File: config.mk
export PLATFORM = sky130hd
export DESIGN_NAME = mul_div_unit
export DESIGN_NICKNAME = d
export VERILOG_FILES = /design/src/rtl/rv_pkg.sv /design/src/rtl/mul_div_unit.sv
export SDC_FILE = /design/constraint.sdc
export NUM_CORES = 1
export LEC_CHECK = 0
export CORE_AREA = 2 2 124 247
export DETAILED_ROUTE_END_ITERATION = 10
export DIE_AREA = 0 0 126 249
export PLACE_DENSITY = 0.79
export SLEW_MARGIN = 20
export SYNTH_ARGS = -nofsm -noshare
export SYNTH_HDL_FRONTEND = slang
export SYNTH_SLANG_ARGS = --single-unit
File: constraint.sdc
create_clock -name CLK -period 3.3 [get_ports CLK]
set_input_delay 0.66 -clock CLK [delete_from_list [all_inputs] [get_ports CLK]]
set_output_delay 0.66 -clock CLK [all_outputs]
set_load 0.1 [all_outputs]
File: src/rtl/rv_pkg.sv
// Shared definitions for the RV32M multiply/divide unit.
//   mdu_op_t      : RV32M funct3 encodings
//   mdu_state_t   : control FSM states
//   MDU_ITER      : number of radix-2 iterations (one per CALC cycle)
//   MDU_CNT_W     : iteration counter width
//   DIV_BY_ZERO_Q : quotient returned for a zero divisor
//   INT_MIN       : most negative 32-bit value (signed-overflow operand)
package rv_pkg;

    typedef enum logic [2:0] {
        OP_MUL    = 3'b000,
        OP_MULH   = 3'b001,
        OP_MULHSU = 3'b010,
        OP_MULHU  = 3'b011,
        OP_DIV    = 3'b100,
        OP_DIVU   = 3'b101,
        OP_REM    = 3'b110,
        OP_REMU   = 3'b111
    } mdu_op_t;

    typedef enum logic [1:0] {
        IDLE,
        CALC,
        FINAL,
        DONE
    } mdu_state_t;

    localparam int          MDU_ITER      = 32;
    localparam int          MDU_CNT_W     = $clog2(MDU_ITER);
    localparam logic [31:0] DIV_BY_ZERO_Q = '1;
    localparam logic [31:0] INT_MIN       = 32'h8000_0000;

endpackage

File: src/rtl/mul_div_unit.sv
// Iterative RV32M multiply/divide unit (MUL/MULH/MULHSU/MULHU/DIV/DIVU/REM/REMU).
// Fixed latency: START sampled at a posedge, BUSY for 33 cycles, then a
// one-cycle DONE pulse with RESULT valid.
// Ports:
//   CLK        : clock, all state changes on posedge
//   RST        : synchronous active-low reset
//   START      : request, sampled only in IDLE or DONE
//   FUNCT3     : RV32M operation select
//   OPERAND_A  : rs1 value
//   OPERAND_B  : rs2 value
//   DEST_REG   : rd index
//   BUSY       : operation in progress
//   DONE       : one-cycle completion pulse
//   RESULT     : result word, held until the next completion
//   RESULT_REG : rd index of the completed operation
//   RESULT_WEN : register-file write enable (DONE and rd != 0)
module mul_div_unit #(
    parameter int DATA_WIDTH    = 32,
    parameter int REG_ADD_WIDTH = 5
) (
    input  logic                     CLK,
    input  logic                     RST,
    input  logic                     START,
    input  logic [2:0]               FUNCT3,
    input  logic [DATA_WIDTH-1:0]    OPERAND_A,
    input  logic [DATA_WIDTH-1:0]    OPERAND_B,
    input  logic [REG_ADD_WIDTH-1:0] DEST_REG,
    output logic                     BUSY,
    output logic                     DONE,
    output logic [DATA_WIDTH-1:0]    RESULT,
    output logic [REG_ADD_WIDTH-1:0] RESULT_REG,
    output logic                     RESULT_WEN
);
    import rv_pkg::*;

    localparam int DW = DATA_WIDTH;

    mdu_state_t               state_q, state_d;
    logic [MDU_CNT_W-1:0]     cnt_q;
    // Shared accumulator: multiply keeps {product_hi, multiplier/product_lo},
    // divide keeps {partial remainder, dividend/quotient}.
    logic [2*DW-1:0]          acc_q;
    logic [DW-1:0]            opb_q;      // multiplicand / divisor magnitude
    logic [DW-1:0]            opa_q;      // raw rs1, returned by REM on divide-by-zero
    mdu_op_t                  op_q;
    logic                     neg_q;      // result must be negated in FINAL
    logic                     b_zero_q;
    logic                     ovf_q;
    logic [REG_ADD_WIDTH-1:0] dest_q;
    logic [DW-1:0]            result_q;
    logic [REG_ADD_WIDTH-1:0] result_reg_q;

    logic accept;
    assign accept = START && ((state_q == IDLE) || (state_q == rv_pkg::DONE));

    // ---------------- operand capture ----------------
    mdu_op_t       op_in;
    logic          neg_a, neg_b, neg_in;
    logic [DW-1:0] mag_a, mag_b;

    always_comb begin
        op_in  = mdu_op_t'(FUNCT3);
        neg_a  = OPERAND_A[DW-1] &&
                 (op_in inside {OP_MUL, OP_MULH, OP_MULHSU, OP_DIV, OP_REM});
        neg_b  = OPERAND_B[DW-1] &&
                 (op_in inside {OP_MUL, OP_MULH, OP_DIV, OP_REM});
        mag_a  = neg_a ? -OPERAND_A : OPERAND_A;
        mag_b  = neg_b ? -OPERAND_B : OPERAND_B;
        // REM follows the dividend sign; MULHSU has neg_b=0 so the XOR covers it.
        neg_in = (op_in == OP_REM) ? neg_a : (neg_a ^ neg_b);
    end

    // ---------------- one radix-2 step ----------------
    logic [DW:0]     mul_sum;
    logic [DW:0]     div_shift;
    logic [DW:0]     div_diff;
    logic [2*DW-1:0] acc_step;

    always_comb begin
        // Shift-add: conditionally add multiplicand to the high half, then
        // shift the whole {carry, hi, lo} right by one.
        mul_sum   = {1'b0, acc_q[2*DW-1:DW]} + (acc_q[0] ? {1'b0, opb_q} : '0);
        // Restoring divide: bring in the next dividend bit, trial subtract.
        div_shift = {acc_q[2*DW-1:DW], acc_q[DW-1]};
        div_diff  = div_shift - {1'b0, opb_q};
        if (op_q[2]) begin
            if (!div_diff[DW]) begin
                acc_step = {div_diff[DW-1:0], acc_q[DW-2:0], 1'b1};
            end else begin
                acc_step = {div_shift[DW-1:0], acc_q[DW-2:0], 1'b0};
            end
        end else begin
            acc_step = {mul_sum, acc_q[DW-1:1]};
        end
    end

    // ---------------- result selection ----------------
    logic [2*DW-1:0] prod_fix;
    logic [DW-1:0]   quot, rem, final_res;

    always_comb begin
        prod_fix = neg_q ? -acc_q : acc_q;
        quot     = acc_q[DW-1:0];
        rem      = acc_q[2*DW-1:DW];
        case (op_q)
            OP_MUL:  final_res = prod_fix[DW-1:0];
            OP_DIV:  final_res = b_zero_q ? DIV_BY_ZERO_Q :
                                 ovf_q    ? INT_MIN :
                                 neg_q    ? -quot : quot;
            OP_DIVU: final_res = b_zero_q ? DIV_BY_ZERO_Q : quot;
            OP_REM:  final_res = b_zero_q ? opa_q :
                                 ovf_q    ? '0 :
                                 neg_q    ? -rem : rem;
            OP_REMU: final_res = b_zero_q ? opa_q : rem;
            default: final_res = prod_fix[2*DW-1:DW];   // MULH, MULHSU, MULHU
        endcase
    end

    // ---------------- FSM: state register ----------------
    always_ff @(posedge CLK) begin
        if (!RST) begin
            state_q <= IDLE;
        end else begin
            state_q <= state_d;
        end
    end

    // ---------------- FSM: next state ----------------
    always_comb begin
        state_d = state_q;
        case (state_q)
            IDLE:  state_d = START ? CALC : IDLE;
            CALC:  state_d = (cnt_q == MDU_CNT_W'(MDU_ITER - 1)) ? FINAL : CALC;
            FINAL: state_d = rv_pkg::DONE;
            default: state_d = START ? CALC : IDLE;
        endcase
    end

    // ---------------- FSM: outputs ----------------
    always_comb begin
        BUSY       = (state_q == CALC) || (state_q == FINAL);
        DONE       = (state_q == rv_pkg::DONE);
        RESULT_WEN = (state_q == rv_pkg::DONE) && (result_reg_q != '0);
        RESULT     = result_q;
        RESULT_REG = result_reg_q;
    end

    // ---------------- datapath ----------------
    always_ff @(posedge CLK) begin
        if (!RST) begin
            cnt_q        <= '0;
            acc_q        <= '0;
            opb_q        <= '0;
            opa_q        <= '0;
            op_q         <= OP_MUL;
            neg_q        <= 1'b0;
            b_zero_q     <= 1'b0;
            ovf_q        <= 1'b0;
            dest_q       <= '0;
            result_q     <= '0;
            result_reg_q <= '0;
        end else if (accept) begin
            cnt_q    <= '0;
            acc_q    <= {{DW{1'b0}}, mag_a};
            opb_q    <= mag_b;
            opa_q    <= OPERAND_A;
            op_q     <= op_in;
            neg_q    <= neg_in;
            b_zero_q <= (OPERAND_B == '0);
            ovf_q    <= (OPERAND_A == INT_MIN) && (OPERAND_B == '1);
            dest_q   <= DEST_REG;
        end else if (state_q == CALC) begin
            acc_q <= acc_step;
            cnt_q <= cnt_q + MDU_CNT_W'(1);
        end else if (state_q == FINAL) begin
            result_q     <= final_res;
            result_reg_q <= dest_q;
        end
    end

endmodule

==> results.cfg, run 1 <==
[global_routing]
grt_overflow = 11
grt_use_total_pct = 51.4
grt_pass1_wl_um = 123000
grt_pass1_vias = 20700
grt_max_degree = 111

[synthesis]
yosysWarnings = 0
syn-num-nets = 2410
synth_area_um2 = 16100
synth-xor-area-share_pct = 9.25
yosys.area.top_type_share_pct = 22.8
synth_compound_area_share_pct = 31.6
syn_avg_cell_area_um2 = 7.13
synth_area_leaders = dfxtp_1 (23%), a21oi_1 (7.4%), o21ai_0 (5.9%)
muxShareOfSynthArea_pct = 2.61
ys_top_cells_by_count = nand2_1 (244), a21oi_1 (239), nor2_1 (239)
async_flop_share_pct = 0
syn_inst = 2259
synth_flop_cell = dfxtp_1
synth-seq-cells = 183
synth_edf_count = 0
synth_most_common_cell = nand2_1
ys_types = 89
synth_top_family_by_area = compound AO/OA/AOI/OAI gates
yosys.area_share.adder_pct = 6.00
synth_largest_area_cell = dfxtp_1
yosysSeqAreaShare_pct = 22.8
synth-simple-area-share_pct = 22.1

[clock_tree]
cts-root-buf = clkbuf_16
clock_path_buffers = 2
cts.sinks = 183
ctsHoldBuffers = 0
ctsHtreeMaxLevel = 4
cts_buffers = 17

[placed_design]
place.gp.congestion = 1.11
dp_hpwl_um = 61200
dpl_cell_area_um2 = 18800
place_ws_ps = -28.2
numPortBuffers = 114

[run_status]
error = [ERROR GRT-0116] Global routing finished with congestion. Check the congestion regions in the DRC Viewer.
lastStage = global routing
status = aborted with a tool error

[die]
die_w_um = 126
std_cell_rows = 89
start_util_pct = 54.8
io_pins = 115
dieHeight_um = 249
==> per-stage QoR <==
stage	hold WS, ps	util (%)	instances	setup TNS, ps
4_1_cts	457	65.9	2840	0
3_5_place_dp	446	63.9	2808	-95.9
3_3_place_gp	441	63.9	2808	-113
2_1_floorplan	431	-	2259	0
==> per-layer routing <==
| layer | track usage, % | GRT overflow |
|---|---|---|
| met1 | 45.7 | 0 |
| met3 | 14.3 | 0 |
| met4 | 60.8 | 8 |
| met5 | 0 | 0 |
| met2 | 84.7 | 3 |
==> cell families after synthesis <==
kind of cell,after synthesis
AO/OA/AOI/OAI,802
buffers and inverters,232
AND/OR/NAND/NOR,754
multiplexers,42
adder cells (fa/ha/maj),76
XOR/XNOR,170
flip-flops,183
==> repair_timing <==
item	in CTS
endpoints found under the setup margin	3
gates cloned	0
setup buffers	0
resized for setup	1
==> inputs of run 2 (changes only) <==
CORE_AREA = 2 2 204 206   (was 2 2 124 247)
DIE_AREA = 0 0 206 208   (was 0 0 126 249)
PLACE_DENSITY = unset   (was 0.79)
PLACE_DENSITY_LB_ADDON = 0.15   (was unset)
clock period = 4.3 ns   (was 3.3 ns; I/O delays follow)
==> run 2 against run 1 <==
The flow now finishes without violations. Synthesized cell count unchanged. Area after synthesis unchanged.
==> results.cfg, run 2 <==
[die]
core_um2 = 40600
io_pins = 115
start_util_pct = 39.7
std_cell_rows = 74
dieHeight_um = 208
die_w_um = 206
dieArea_um2 = 42800

[final_layout]
layout.nets = 2436
drive_gt1_share_pct = 6.14
fillers = 4239
post-route-util_pct = 45.2
design_area_um2 = 18300
area_growth_pct = 13.9
final_cell_mix = nand2_1 (243), a21oi_1 (239), nor2_1 (238)
largest_reg_flops = 64
n_antenna_cell = 0
multi_input_area_um2 = 11600
regArea_um2 = 3670
largest-register = acc_q
final_common_cell = nand2_1

[synthesis]
syn_avg_cell_area_um2 = 7.13
yosys.area.top_type_share_pct = 22.8
synth_edf_count = 0
synth_area_leaders = dfxtp_1 (23%), a21oi_1 (7.4%), o21ai_0 (5.9%)
yosysSeqAreaShare_pct = 22.8
yosysWarnings = 0
ys_top_cells_by_count = nand2_1 (244), a21oi_1 (239), nor2_1 (239)
synth_flop_cell = dfxtp_1
synth_area_um2 = 16100
synth-seq-cells = 183
async_flop_share_pct = 0
synth_most_common_cell = nand2_1
synth_largest_area_cell = dfxtp_1
ys_types = 89
syn-num-nets = 2410
syn_inst = 2259

[global_routing]
grt_overflow = 0
grt_pass1_vias = 15900
grt_pass1_wl_um = 96700
grt_max_degree = 94
grt_use_total_pct = 29.1
antenna_found_initial = 0

[detailed_routing]
vias = 17400
vias_per_cell = 6.14
finalWirelength_um = 62800
drt_iter0_markers = 1989
firstDrtPassIters = 7
drtAntennaViolNets = 0
drc = 0
avgRoutedWirePerCell_um = 22.2

[placed_design]
numPortBuffers = 114
place.gp.congestion = 0.973
dp_hpwl_um = 47500
dpl_cell_area_um2 = 17700

[sta]
slew_headroom_pct = 27.2
setup_viol_count_final = 0
final_max_slew_viol_count = 0
tightest_slew_ps = 1090
period_share_pct = 92.6
whs_ps = 459
clock_skew_ps = 18.4
fmax_ghz = 0.251
tns_ps = 0
rsz0062_at_grt = false
fin_crit_ps = 3980
hold_viol = 0

[job]
maxCapViolCount = 0

[power]
p_clk_share_pct = 31.1
seq_power_share_pct = 36.1
vdd_drop_max_uv = 289
p_per_area_nw_per_um2 = 293
power.internal_uw = 3310
swShare_pct = 38.5
p_comb_share_pct = 32.9
p_sw_uw = 2070
leakagePower_uw = 0.00689

[worst_setup_path]
cp-startpoint = acc_q[56]
endpoint_kind = flip-flop
cp_max_fo = 9
rrSetupSlack_ps = 320
crit_path_start_kind = flip-flop
crit_path_end = acc_q[60]
r2r-end = acc_q[60]
worstSetupPathType = reg2reg
cp.required_ps = 4660
worstRegToRegCells = 11
r2r-start = acc_q[56]
arrival_ps = 4340

[clock_tree]
cts_buffers = 17
post_cts_buffers = 0
ctsHtreeMaxLevel = 4
cts.sinks = 183
tritoncts = built
ctsHoldBuffers = 0
cts-root-buf = clkbuf_16
clkTransAtPathRegs_ps = 90
insertion_delay_ps = 480
cts_resized = 0
clock_path_buffers = 2

[run_status]
status = finished clean

[worst_hold_path]
hold_path.class = reg2reg
hold_path_depth = 2
## run 2: final cells by class
type                       instances  share of cell area (%)
multi-input combinational       1844                    63.0
clock inverter                    14                   0.860
inverter                          65                    1.34
timing repair buffer             174                    8.68
sequential                       183                    20.0
clock buffer                      18                    2.46
tap                              532                    3.63
## run 2: cells by family after synthesis
family,count (synthesis),share of synthesized area [%]
flops,183,22.8
buf+inv,232,5.67
xor+xnor,170,9.25
simple gates,754,22.1
fa+ha+maj,76,6.00
compound gates,802,31.6
mux,42,2.61
## run 2: stage by stage
stage / setup slack, ps / total power (uW) / std cells
2_1_floorplan: 1070 / 3120 / 2259
5_1_grt: 2.47 / 5650 / 2830
3_3_place_gp: 576 / 3680 / 2798
6_report: 319 / 5380 / 2830
3_5_place_dp: 470 / 3690 / 2798
4_1_cts: 454 / 5370 / 2830
## run 2: layer usage
metal / vias to the layer above / part of all wire (%) / track usage (%) / wire length (um)
met5: - / 0 / 0 / 0
met4: 0 / 2.9 / 9.78 / 1850
met3: 102 / 8.9 / 6.45 / 5560
met2: 832 / 41 / 41.8 / 26000
met1: 8173 / 47 / 42.4 / 29400
li1: 8262 / - / - / -
## run 2: critical path: stages (launching register included)
cell and delay (ps):
dfxtp_1 690, ha_1 410, a21o_1 210, a21oi_1 150, nor2b_1 90, o41ai_1 750, mux2i_1 330, o21ai_1 120
nor2_1 420, buf_4 280, nor3_1 70, a2111oi_0 340
## run 2: worst min path at each step
stage,startpoint,end,slack [ps]
3_3_place_gp,dest_q[0],dest_q[0],440
4_1_cts,dest_q[1],dest_q[1],460
3_5_place_dp,dest_q[1],dest_q[1],450
2_1_floorplan,opa_q[22],opa_q[22],430
5_1_grt,opa_q[18],opa_q[18],480
6_report,dest_q[4],dest_q[4],460
## run 2: power by group through the flow
stage	Combinational [uW]	Sequential [uW]	Clock, uW
floorplan	1240	1880	0
global placement	1710	1970	0
detailed placement	1720	1970	0
CTS	1730	1930	1710
global route	1930	1950	1770
finish	1770	1940	1670
Power figures use the tool's default switching activity.
